$ cat src/rtl/minipit_host_if.sv
// minipit_host request port: period/mode programming handshake.
// The host accepts a request when req_valid and req_ready are both high.
interface minipit_host_if;
  logic        req_valid;
  logic        req_ready;
  logic [15:0] req_period;
  logic        req_divider;
  logic        req_repeat;

  modport master (
    output req_valid,
    output req_period,
    output req_divider,
    output req_repeat,
    input  req_ready
  );

  modport slave (
    input  req_valid,
    input  req_period,
    input  req_divider,
    input  req_repeat,
    output req_ready
  );
endinterface

$ cat src/rtl/minipit_host.sv
// minipit_host: resets, programs and monitors one minipit timer.
// Define MINIPIT_HOST_VERIFY_EN to add the counter_set check and ERR state.
module minipit_host #(
  parameter int TIMEOUT = 15
) (
  input  logic           clk,
  input  logic           rst_n,
  minipit_host_if.slave  req,
  input  logic           stop,
  output logic           tmr_rst_n,
  output logic [7:0]     cfg_data,
  output logic [7:0]     cfg_ctrl,
  input  logic           irq_in,
  input  logic [7:0]     status_in,
  output logic           busy,
  output logic [7:0]     tick_count,
  output logic           overflow,
  output logic           irq_pulse,
  output logic           error
);

  typedef enum logic [3:0] {
    S_IDLE,
    S_RST0,
    S_RST1,
    S_CFG,
    S_HI,
    S_LO,
    S_VERIFY,
    S_RUN,
    S_ERR
  } state_t;

  state_t      state_q;
  state_t      state_d;

  logic [15:0] per_q;
  logic        div_q;
  logic        rep_q;
  logic        irq_q;

  logic        accept;
  logic        stop_hit;
  logic        irq_edge;
  logic        count_en;
  logic        in_rst;

  logic        trst_d;
  logic [7:0]  cdata_d;
  logic [7:0]  cctrl_d;

  // Only counter_set matters; the rest of the status byte is ignored.
  logic        unused_status;
  assign unused_status = ^{status_in[7], status_in[5:0]};

  always_comb begin
    req.req_ready = 1'b0;
    busy          = 1'b0;
    unique case (1'b1)
      (state_q == S_IDLE),
      (state_q == S_RUN),
      (state_q == S_ERR): req.req_ready = 1'b1;
      default:            busy          = 1'b1;
    endcase
  end

  assign stop_hit = stop && (state_q != S_IDLE);
  assign accept   = req.req_valid && req.req_ready && !stop;
  assign in_rst   = (state_q == S_RST0) || (state_q == S_RST1);
  assign irq_edge = irq_in && !irq_q;
  assign count_en = (state_q == S_RUN) && irq_edge
                    && !accept && !stop_hit;

`ifdef MINIPIT_HOST_VERIFY_EN
  localparam int TW = $clog2(TIMEOUT + 1);

  logic [TW-1:0] tmo_q;
  logic [TW-1:0] tmo_d;
  logic          cs_seen;

  assign cs_seen = status_in[6];
`else
  logic unused_cs;
  assign unused_cs = status_in[6];
`endif

  always_comb begin
    state_d = state_q;
`ifdef MINIPIT_HOST_VERIFY_EN
    tmo_d   = tmo_q;
`endif
    if (stop_hit) begin
      state_d = S_IDLE;
    end else if (accept) begin
      state_d = S_RST0;
    end else begin
      unique case (state_q)
        S_RST0: state_d = S_RST1;
        S_RST1: state_d = S_CFG;
        S_CFG:  state_d = S_HI;
        S_HI:   state_d = S_LO;
`ifdef MINIPIT_HOST_VERIFY_EN
        S_LO: begin
          state_d = S_VERIFY;
          tmo_d   = '0;
        end
        S_VERIFY: begin
          if (cs_seen) begin
            state_d = S_RUN;
          end else if (tmo_q == TW'(TIMEOUT - 1)) begin
            state_d = S_ERR;
          end else begin
            tmo_d = tmo_q + 1'b1;
          end
        end
`else
        S_LO:   state_d = S_RUN;
`endif
        default: state_d = state_q;
      endcase
    end
  end

  // Pin values are decoded from the next state so they line up with it.
  always_comb begin
    trst_d  = 1'b1;
    cdata_d = 8'h00;
    cctrl_d = 8'h00;
    unique case (1'b1)
      (state_d == S_IDLE),
      (state_d == S_RST0),
      (state_d == S_RST1): trst_d = 1'b0;
      (state_d == S_CFG): begin
        cctrl_d = 8'h80;
        cdata_d = {div_q, rep_q, 6'b0};
      end
      (state_d == S_HI): begin
        cctrl_d = 8'hC0;
        cdata_d = per_q[15:8];
      end
      (state_d == S_LO): begin
        cctrl_d = 8'hA0;
        cdata_d = per_q[7:0];
      end
      default: trst_d = 1'b1;
    endcase
  end

  always_ff @(posedge clk or negedge rst_n) begin
    if (!rst_n) begin
      state_q <= S_IDLE;
      per_q   <= '0;
      div_q   <= 1'b0;
      rep_q   <= 1'b0;
    end else begin
      state_q <= state_d;
      if (accept) begin
        per_q <= req.req_period;
        div_q <= req.req_divider;
        rep_q <= req.req_repeat;
      end
    end
  end

  always_ff @(posedge clk or negedge rst_n) begin
    if (!rst_n) begin
      tmr_rst_n <= 1'b0;
      cfg_data  <= 8'h00;
      cfg_ctrl  <= 8'h00;
    end else begin
      tmr_rst_n <= trst_d;
      cfg_data  <= cdata_d;
      cfg_ctrl  <= cctrl_d;
    end
  end

  always_ff @(posedge clk or negedge rst_n) begin
    if (!rst_n) begin
      irq_q      <= 1'b0;
      tick_count <= 8'h00;
      overflow   <= 1'b0;
      irq_pulse  <= 1'b0;
    end else begin
      irq_q     <= in_rst ? 1'b0 : irq_in;
      irq_pulse <= count_en;
      if (accept) begin
        tick_count <= 8'h00;
        overflow   <= 1'b0;
      end else if (count_en) begin
        tick_count <= tick_count + 8'h01;
        if (tick_count == 8'hFF) begin
          overflow <= 1'b1;
        end
      end
    end
  end

`ifdef MINIPIT_HOST_VERIFY_EN
  always_ff @(posedge clk or negedge rst_n) begin
    if (!rst_n) begin
      tmo_q <= '0;
      error <= 1'b0;
    end else begin
      tmo_q <= tmo_d;
      if (accept) begin
        error <= 1'b0;
      end else if (state_d == S_ERR) begin
        error <= 1'b1;
      end
    end
  end
`else
  assign error = 1'b0;
`endif

endmodule

$ cat src/flat_wrapper.sv
// flat-port wrapper written by rule: the top's interface ports become plain ports
module minipit_host_flat 
#(
  parameter int TIMEOUT = 15
)
  (clk, rst_n, stop, tmr_rst_n, cfg_data, cfg_ctrl, irq_in, status_in, busy, tick_count, overflow, irq_pulse, error, req_req_valid, req_req_period, req_req_divider, req_req_repeat, req_req_ready);
  minipit_host_if req_i ();
  input  logic clk;
  input  logic rst_n;
  input  logic stop;
  output logic tmr_rst_n;
  output logic [7:0] cfg_data;
  output logic [7:0] cfg_ctrl;
  input  logic irq_in;
  input  logic [7:0] status_in;
  output logic busy;
  output logic [7:0] tick_count;
  output logic overflow;
  output logic irq_pulse;
  output logic error;
  input wire logic [$bits(req_i.req_valid)-1:0] req_req_valid;
  input wire logic [$bits(req_i.req_period)-1:0] req_req_period;
  input wire logic [$bits(req_i.req_divider)-1:0] req_req_divider;
  input wire logic [$bits(req_i.req_repeat)-1:0] req_req_repeat;
  output wire logic [$bits(req_i.req_ready)-1:0] req_req_ready;
  assign req_i.req_valid = req_req_valid;
  assign req_i.req_period = req_req_period;
  assign req_i.req_divider = req_req_divider;
  assign req_i.req_repeat = req_req_repeat;
  assign req_req_ready = req_i.req_ready;
  minipit_host #(.TIMEOUT(TIMEOUT)) u_core (.clk(clk), .rst_n(rst_n), .req(req_i), .stop(stop), .tmr_rst_n(tmr_rst_n), .cfg_data(cfg_data), .cfg_ctrl(cfg_ctrl), .irq_in(irq_in), .status_in(status_in), .busy(busy), .tick_count(tick_count), .overflow(overflow), .irq_pulse(irq_pulse), .error(error));
endmodule
$ cat config.mk
export PLATFORM = sky130hd
export DESIGN_NAME = minipit_host_flat
export DESIGN_NICKNAME = d
export VERILOG_FILES = /design/src/rtl/minipit_host_if.sv /design/src/rtl/minipit_host.sv /design/src/flat_wrapper.sv
export SDC_FILE = /design/constraint.sdc
export NUM_CORES = 1
export LEC_CHECK = 0
export BUFFER_PORTS_ARGS = -buffer_cell sky130_fd_sc_hd__clkbuf_2
export CAP_MARGIN = 5
export CORE_MARGIN = 10
export CORE_UTILIZATION = 40
export CTS_CLUSTER_DIAMETER = 60
export DETAILED_ROUTE_END_ITERATION = 8
export PLACE_DENSITY = 0.67
export SETUP_SLACK_MARGIN = 0.2
export SLEW_MARGIN = 20
export SYNTH_ARGS = -nofsm -noshare
export SYNTH_HDL_FRONTEND = slang
export SYNTH_SLANG_ARGS = --single-unit
$ cat constraint.sdc
create_clock -name clk -period 1.8 [get_ports clk]
set_input_delay 0.45 -clock clk [delete_from_list [all_inputs] [get_ports clk]]
set_output_delay 0.45 -clock clk [all_outputs]
set_load 0.03 [all_outputs]
==> flow_summary.json, run 1 <==
{
  "cts_buffers": 5,
  "pwr-share-comb_pct": 24.1,
  "reg2reg_slack_ns": -0.01,
  "viasPerCell": 4.93,
  "clock-sinks": 45,
  "io_pins": 61,
  "status": "complete, but fails checks",
  "grt_use_total_pct": 10.9,
  "tritoncts": "yes",
  "die_w_um": 90.9,
  "r2r-start": "u_core.state_q[2]",
  "sw_frac_of_total_pct": 26.8,
  "synth_area_leaders": "dfrtp_1 (56%), mux2_2 (10%), buf_4 (2.6%)",
  "final_hold_viol_count": 0,
  "violations": "setup timing",
  "synth_simple_gate_area_share_pct": 14.4,
  "gp_congestion": 0.823,
  "syn_area_per_cell_um2": 12.2,
  "max_freq_mhz": 552,
  "critical_path.startpoint": "u_core.state_q[2]",
  "fillers": 439,
  "area_growth_pct": 37.7,
  "dp_hpwl_mm": 3.07,
  "grt_setup_unrepaired": "yes",
  "synth_xor_area_share_pct": 1.74,
  "p_clk_share_pct": 25.3,
  "period_share_pct": 101,
  "post-synth-top-area-cell": "dfrtp_1",
  "cp-end-kind": "output pin",
  "vias": 1483,
  "instances_no_fill": 301,
  "reg2regPathDepth": 5,
  "fp-row-count": 25,
  "hp-class": "input port to async pin",
  "ys_warn_count": 0,
  "coreArea_mm2": 0.00479,
  "synth_top_family_by_area": "simple AND/OR/NAND/NOR gates",
  "maxSlewViolCount": 0,
  "grt_max_degree": 46,
  "drt_pass1_iterations": 4,
  "drt_wl_total_mm": 4.71,
  "worstSetupPathType": "register to output pin",
  "drive_above_1_share_pct": 48.7,
  "wl_per_cell_um": 15.7,
  "synth-compound-area-share_pct": 9.83,
  "antenna_found_initial": 0,
  "path_max_fanout": 3,
  "ys_seq_area_share_pct": 56.0,
  "path_clk_slew_ns": 0.07,
  "syn_area_mm2": 0.00201,
  "synth-seq-cells": 45,
  "worstPathArrival_ns": 1.36,
  "critical_path.endpoint": "busy",
  "timing.hold.ws_ns": 0.130,
  "required_ns": 1.35,
  "clk_latency_ns": 0.29,
  "rr_endpoint": "u_core.per_q[14]",
  "fin_crit_ns": 1.81,
  "grt_pass1_vias": 1574,
  "antenna_left": 0,
  "yosysMostFrequentCell": "dfrtp_1",
  "p_seq_share_pct": 50.6,
  "setup_viol": 8,
  "synthTopCellsByCount": "dfrtp_1 (45), mux2_2 (18), nand2_1 (12), nor2_1 (12)",
  "ys_types": 40,
  "fin_ws_ns": -0.0130,
  "cp-start-kind": "register",
  "grt_pass1_wl_mm": 7.57,
  "dp.cells": 285,
  "maxCapViolCount": 0,
  "drt-initial-drc-count": 114,
  "die_h_um": 90.9,
  "gr-total-overflow": 0,
  "skew_ns": 0.00527,
  "vdd_drop_max_v": 0.000568,
  "clockBufferDepth": 2,
  "numPortBuffers": 46,
  "drc": 0,
  "p_int_mw": 1.79,
  "synth_fa_ha_area_share_pct": 0.622,
  "num_antenna_cells": 0,
  "synth_top_area_share_pct": 56.0,
  "p_per_area_mw_per_mm2": 885,
  "synth_ff_type": "dfrtp_1",
  "initial_core_util_pct": 42.0,
  "synth_edf_count": 0,
  "htreeDepth": 2,
  "synthMuxAreaShare_pct": 11.6,
  "p_switching_uw": 657,
  "async_flop_share_pct": 100,
  "nets": 266,
  "clockRootBuffer": "clkbuf_8",
  "dieArea_mm2": 0.00827,
  "power.leakage_nw": 1.36,
  "syn_inst": 165
}
[per-stage QoR]
step | total power [mW] | worst slack, ns | util (%) | TNS (ns) | cell area [um2]
floorplan | 1.55 | 0.0453 | - | 0 | 2060
global placement | 1.67 | -0.0262 | 50.5 | -0.0649 | 2420
detailed placement | 1.69 | -0.0355 | 50.5 | -0.0862 | 2420
CTS | 2.38 | -0.0388 | 54.8 | -0.149 | 2620
global route | 2.58 | -0.0569 | 57.9 | -0.744 | 2770
finish | 2.45 | -0.0130 | 57.9 | -0.0598 | 2770
[how the worst min path moves through the flow]
stage	startpoint	to	slack (ns)	cells past startpoint
2_1_floorplan	rst_n	u_core.cfg_ctrl[5]	0.15	0
3_3_place_gp	rst_n	u_core.cfg_data[7]	0.45	2
3_5_place_dp	rst_n	u_core.cfg_data[7]	0.45	2
4_1_cts	rst_n	u_core.tmr_rst_n	0.13	2
5_1_grt	rst_n	u_core.tmr_rst_n	0.13	2
6_report	rst_n	u_core.cfg_data[7]	0.13	2
[kinds of logic (layout without fill, tap and decap cells)]
logic type                 after synthesis  after routing
AOI/OAI and AO/OA                       25             25
xor gates and xnor gates                 4              4
adders and majority gates                1              1
buffers and inverters                   19             83
DFF                                     45             45
muxes                                   21             21
other                                    1              6
and+or+nand+nor                         49             49
[area by class of cell]
class	count	area [um2]	share of cell area, %
repair buffers	70	536	19.3
inverters	6	27.5	0.993
multi-input cells	106	912	32.9
well taps	67	83.8	3.02
clock buffers	7	86.3	3.12
flip-flops and latches	45	1130	40.6
[sequential cells by signal (all words and copies together) (netlist names)]
signal / flops
u_core.div_q: 1
u_core.cfg_data: 8
u_core.irq_q: 1
u_core.tick_count: 8
u_core.tmr_rst_n: 1
u_core.overflow: 1
u_core.irq_pulse: 1
u_core.cfg_ctrl: 3
u_core.state_q: 4
u_core.rep_q: 1
u_core.per_q: 16
[power groups by stage]
| stage | Sequential (mW) | Combinational (mW) | Clock [mW] |
|---|---|---|---|
| final | 1.24 | 0.592 | 0.620 |
| after floorplan | 1.26 | 0.292 | 0 |
| after CTS | 1.23 | 0.499 | 0.649 |
| after global placement | 1.24 | 0.426 | 0 |
| after detailed placement | 1.25 | 0.436 | 0 |
| after global routing | 1.26 | 0.632 | 0.692 |
[repair_timing]
action,in CTS,in global routing
endpoints found under the setup margin,24,29
pin swaps,2,7
hold buffers,0,0
gates resized for setup,11,33
buffers inserted,4,2
cloned,2,1
[layer usage]
layer / global-route usage (%) / wire length [um] / up-vias
met5: 0 / 0 / -
met1: 13.6 / 2190 / 734
met3: 4.66 / 306 / 6
met4: 3.00 / 43 / 0
li1: - / - / 704
met2: 16.9 / 2180 / 39
[cell usage in the layout, fill, tap and decap left out, types with 3 or more instances in the layout]
cell      Yosys  routed
a21oi_1       3       3
a22o_1        6       6
buf_4         7      12
buf_6         2       8
clkbuf_2      0      44
clkbuf_8      0       6
conb_1        1       6
dfrtp_1      45      45
inv_1         5       4
mux2_4        0      18
mux2i_1       3       3
nand2_1      12      11
nand2b_1      3       3
nand3_1       3       3
nor2_1       12       8
nor2_4        0       3
nor3_1        7       7
o21ai_0       5       4
xnor2_1       4       4
[critical path, stage by stage, from the launching register on]
cell and delay (ns):
dfrtp_1 0.40, or3_4 0.43, nand2_4 0.08, inv_2 0.04
buf_8 0.12
Power figures use the tool's default switching activity.
==> inputs of run 2 (changes only) <==
Settings changed: ABC_AREA set to 1.
==> flow_summary.json, run 2 <==
{
  "maxCapViolCount": 0,
  "synth_top_area_share_pct": 53.9,
  "fillers": 458,
  "clockBufferDepth": 2,
  "hp-class": "input port to async pin",
  "final_cell_mix": "clkbuf_2 (44), dfrtp_1 (42), nand2_1 (28)",
  "grt_pass1_vias": 1639,
  "synth_edf_count": 0,
  "register_area_mm2": 0.00113,
  "instances_no_fill": 352,
  "antenna_found_initial": 0,
  "clock-sinks": 45,
  "nets": 313,
  "io_pins": 61,
  "clockRootBuffer": "clkbuf_8",
  "cts_buffers": 5,
  "tns_ns": 0,
  "coreArea_mm2": 0.00507,
  "syn_inst": 207,
  "yosysMostFrequentCell": "dfrtp_1",
  "tightest_slew_ns": 0.575,
  "grt_max_degree": 46,
  "multi_input_area_um2": 943,
  "grt_pass1_wl_mm": 7.41,
  "largest_reg_flops": 16,
  "required_ns": 1.35,
  "ys_types": 28,
  "slew_headroom_pct": 61.7,
  "ys_seq_area_share_pct": 53.9,
  "largest-register": "u_core.per_q",
  "fp-row-count": 26,
  "power.leakage_nw": 1.45,
  "wl_per_cell_um": 13.9,
  "die_h_um": 92.3,
  "cp-end-kind": "output pin",
  "rr_endpoint": "u_core.cfg_ctrl[7]",
  "worstSetupPathType": "register to output pin",
  "cp-start-kind": "register",
  "p_per_area_mw_per_mm2": 1370,
  "worstPathArrival_ns": 1.23,
  "fin_crit_ns": 1.68,
  "drt_wl_total_mm": 4.89,
  "grt_use_total_pct": 10.6,
  "max_freq_mhz": 594,
  "die_w_um": 92.3,
  "path_clk_slew_ns": 0.08,
  "drt_pass1_iterations": 4,
  "vias": 1649,
  "initial_core_util_pct": 41.2,
  "synth_area_leaders": "dfrtp_1 (54%), mux2_2 (7.5%), nand2_1 (7.2%)",
  "critical_path.startpoint": "u_core.state_q[3]",
  "gp_congestion": 0.796,
  "postCtsHoldBufs": 0,
  "dp.cells": 323,
  "dp_hpwl_mm": 3.25,
  "drt-initial-drc-count": 39,
  "syn_area_mm2": 0.00209,
  "viasPerCell": 4.68,
  "antenna_left": 0,
  "path_max_fanout": 3,
  "gr-total-overflow": 0,
  "tritoncts": "yes",
  "reg2reg_slack_ns": 0.13,
  "synth-seq-cells": 45,
  "clk_latency_ns": 0.30,
  "setup_viol": 0,
  "vdd_drop_max_v": 0.000687,
  "area_growth_pct": 34.7,
  "reg_top3": "u_core.per_q (16), u_core.cfg_data (8), u_core.tick_count (8)",
  "final_hold_viol_count": 0,
  "async_flop_share_pct": 100,
  "numPortBuffers": 46,
  "ys_warn_count": 0,
  "status": "finished, final reports clean",
  "synthTopCellsByCount": "dfrtp_1 (45), nand2_1 (40), nand3_1 (22)",
  "grt_setup_unrepaired": "yes",
  "num_antenna_cells": 0,
  "period_share_pct": 93.6,
  "drive_above_1_share_pct": 49.6,
  "final_common_cell": "clkbuf_2",
  "reg2regPathDepth": 10,
  "drc": 0,
  "maxSlewViolCount": 0,
  "post-synth-top-area-cell": "dfrtp_1",
  "synth_ff_type": "dfrtp_1",
  "skew_ns": 0.00502,
  "r2r-start": "u_core.state_q[3]",
  "dieArea_mm2": 0.00851,
  "syn_area_per_cell_um2": 10.1,
  "htreeDepth": 2
}
==> run 2: changes by cell type in the layout (fill, tap and decap cells not counted), sizes merged, moves of 4 or more <==
cell | previous run | this run
nand2 | 12 | 50
nor4 | 5 | 0
nor3 | 8 | 0
inv | 5 | 17
nand3 | 3 | 22
nor2 | 12 | 21
xnor2 | 4 | 0
a22o | 6 | 0
nand4 | 0 | 4
==> run 2: what timing repair did <==
item                                    4_1_cts  5_1_grt
pin swaps                                     4       12
buffers inserted                              7       14
endpoints found under the setup margin        8       26
resized for setup                             6       53
==> run 2: per-layer routing <==
| layer | GRT usage [%] | wire [um] |
|---|---|---|
| met5 | 0 | 0 |
| met4 | 3.47 | 63 |
| met3 | 5.05 | 365 |
| met2 | 16.7 | 2490 |
| met1 | 12.5 | 1970 |
==> run 2: worst max-delay path by stage <==
stage	end	slack (ns)	cells after the start
final	busy	0.12	5
after global routing	u_core.cfg_ctrl[7]	0.06	10
after CTS	busy	0.08	6
after detailed placement	u_core.cfg_data[0]	0.14	9
after global placement	u_core.cfg_data[2]	0.15	9
after floorplan	u_core.overflow	0.31	10
==> run 2: stage by stage <==
step	setup WS [ns]	instance area, um2	power [mW]	hold WS (ns)	util (%)
2_1_floorplan	0.315	2110	2.43	0.154	-
3_3_place_gp	0.146	2370	2.70	0.447	46.8
3_5_place_dp	0.136	2370	2.75	0.451	46.8
4_1_cts	0.0791	2530	3.49	0.243	50.0
5_1_grt	0.0568	2820	4.11	0.282	55.5
6_report	0.115	2820	3.87	0.218	55.5
==> run 2: critical path, stage by stage (launching register included) <==
cell     delay [ns]
dfrtp_2        0.45
nor2_4         0.14
nand2_2        0.07
nand2_4        0.11
inv_2          0.05
buf_8          0.13
==> run 2: cell families after synthesis <==
family	after synthesis	share of synthesized area, %
flip-flops	45	53.9
buffers and inverters	28	7.60
AND/OR/NAND/NOR	101	24.0
adder cells (fa/ha/maj)	1	0.599
XOR/XNOR	2	0.838
multiplexers	18	9.70
AO/OA/AOI/OAI	11	3.23
other	1	0.179
==> run 2: layout make-up <==
class / count / share of cell area [%]
Tap cell: 70 / 3.11
Multi-Input combinational cell: 139 / 33.5
Inverter: 18 / 2.84
Clock buffer: 5 / 2.44
Clock inverter: 3 / 0.622
Timing Repair Buffer: 72 / 17.3
Sequential cell: 45 / 40.1
==> run 2: report_power, final <==
part / total (mW) / internal (mW) / switching, mW / leakage (nW)
registers: 1.50 / 1.33 / 0.172 / 0.578
logic: 1.76 / 0.774 / 0.984 / 0.830
clock network: 0.609 / 0.268 / 0.341 / 0.0439
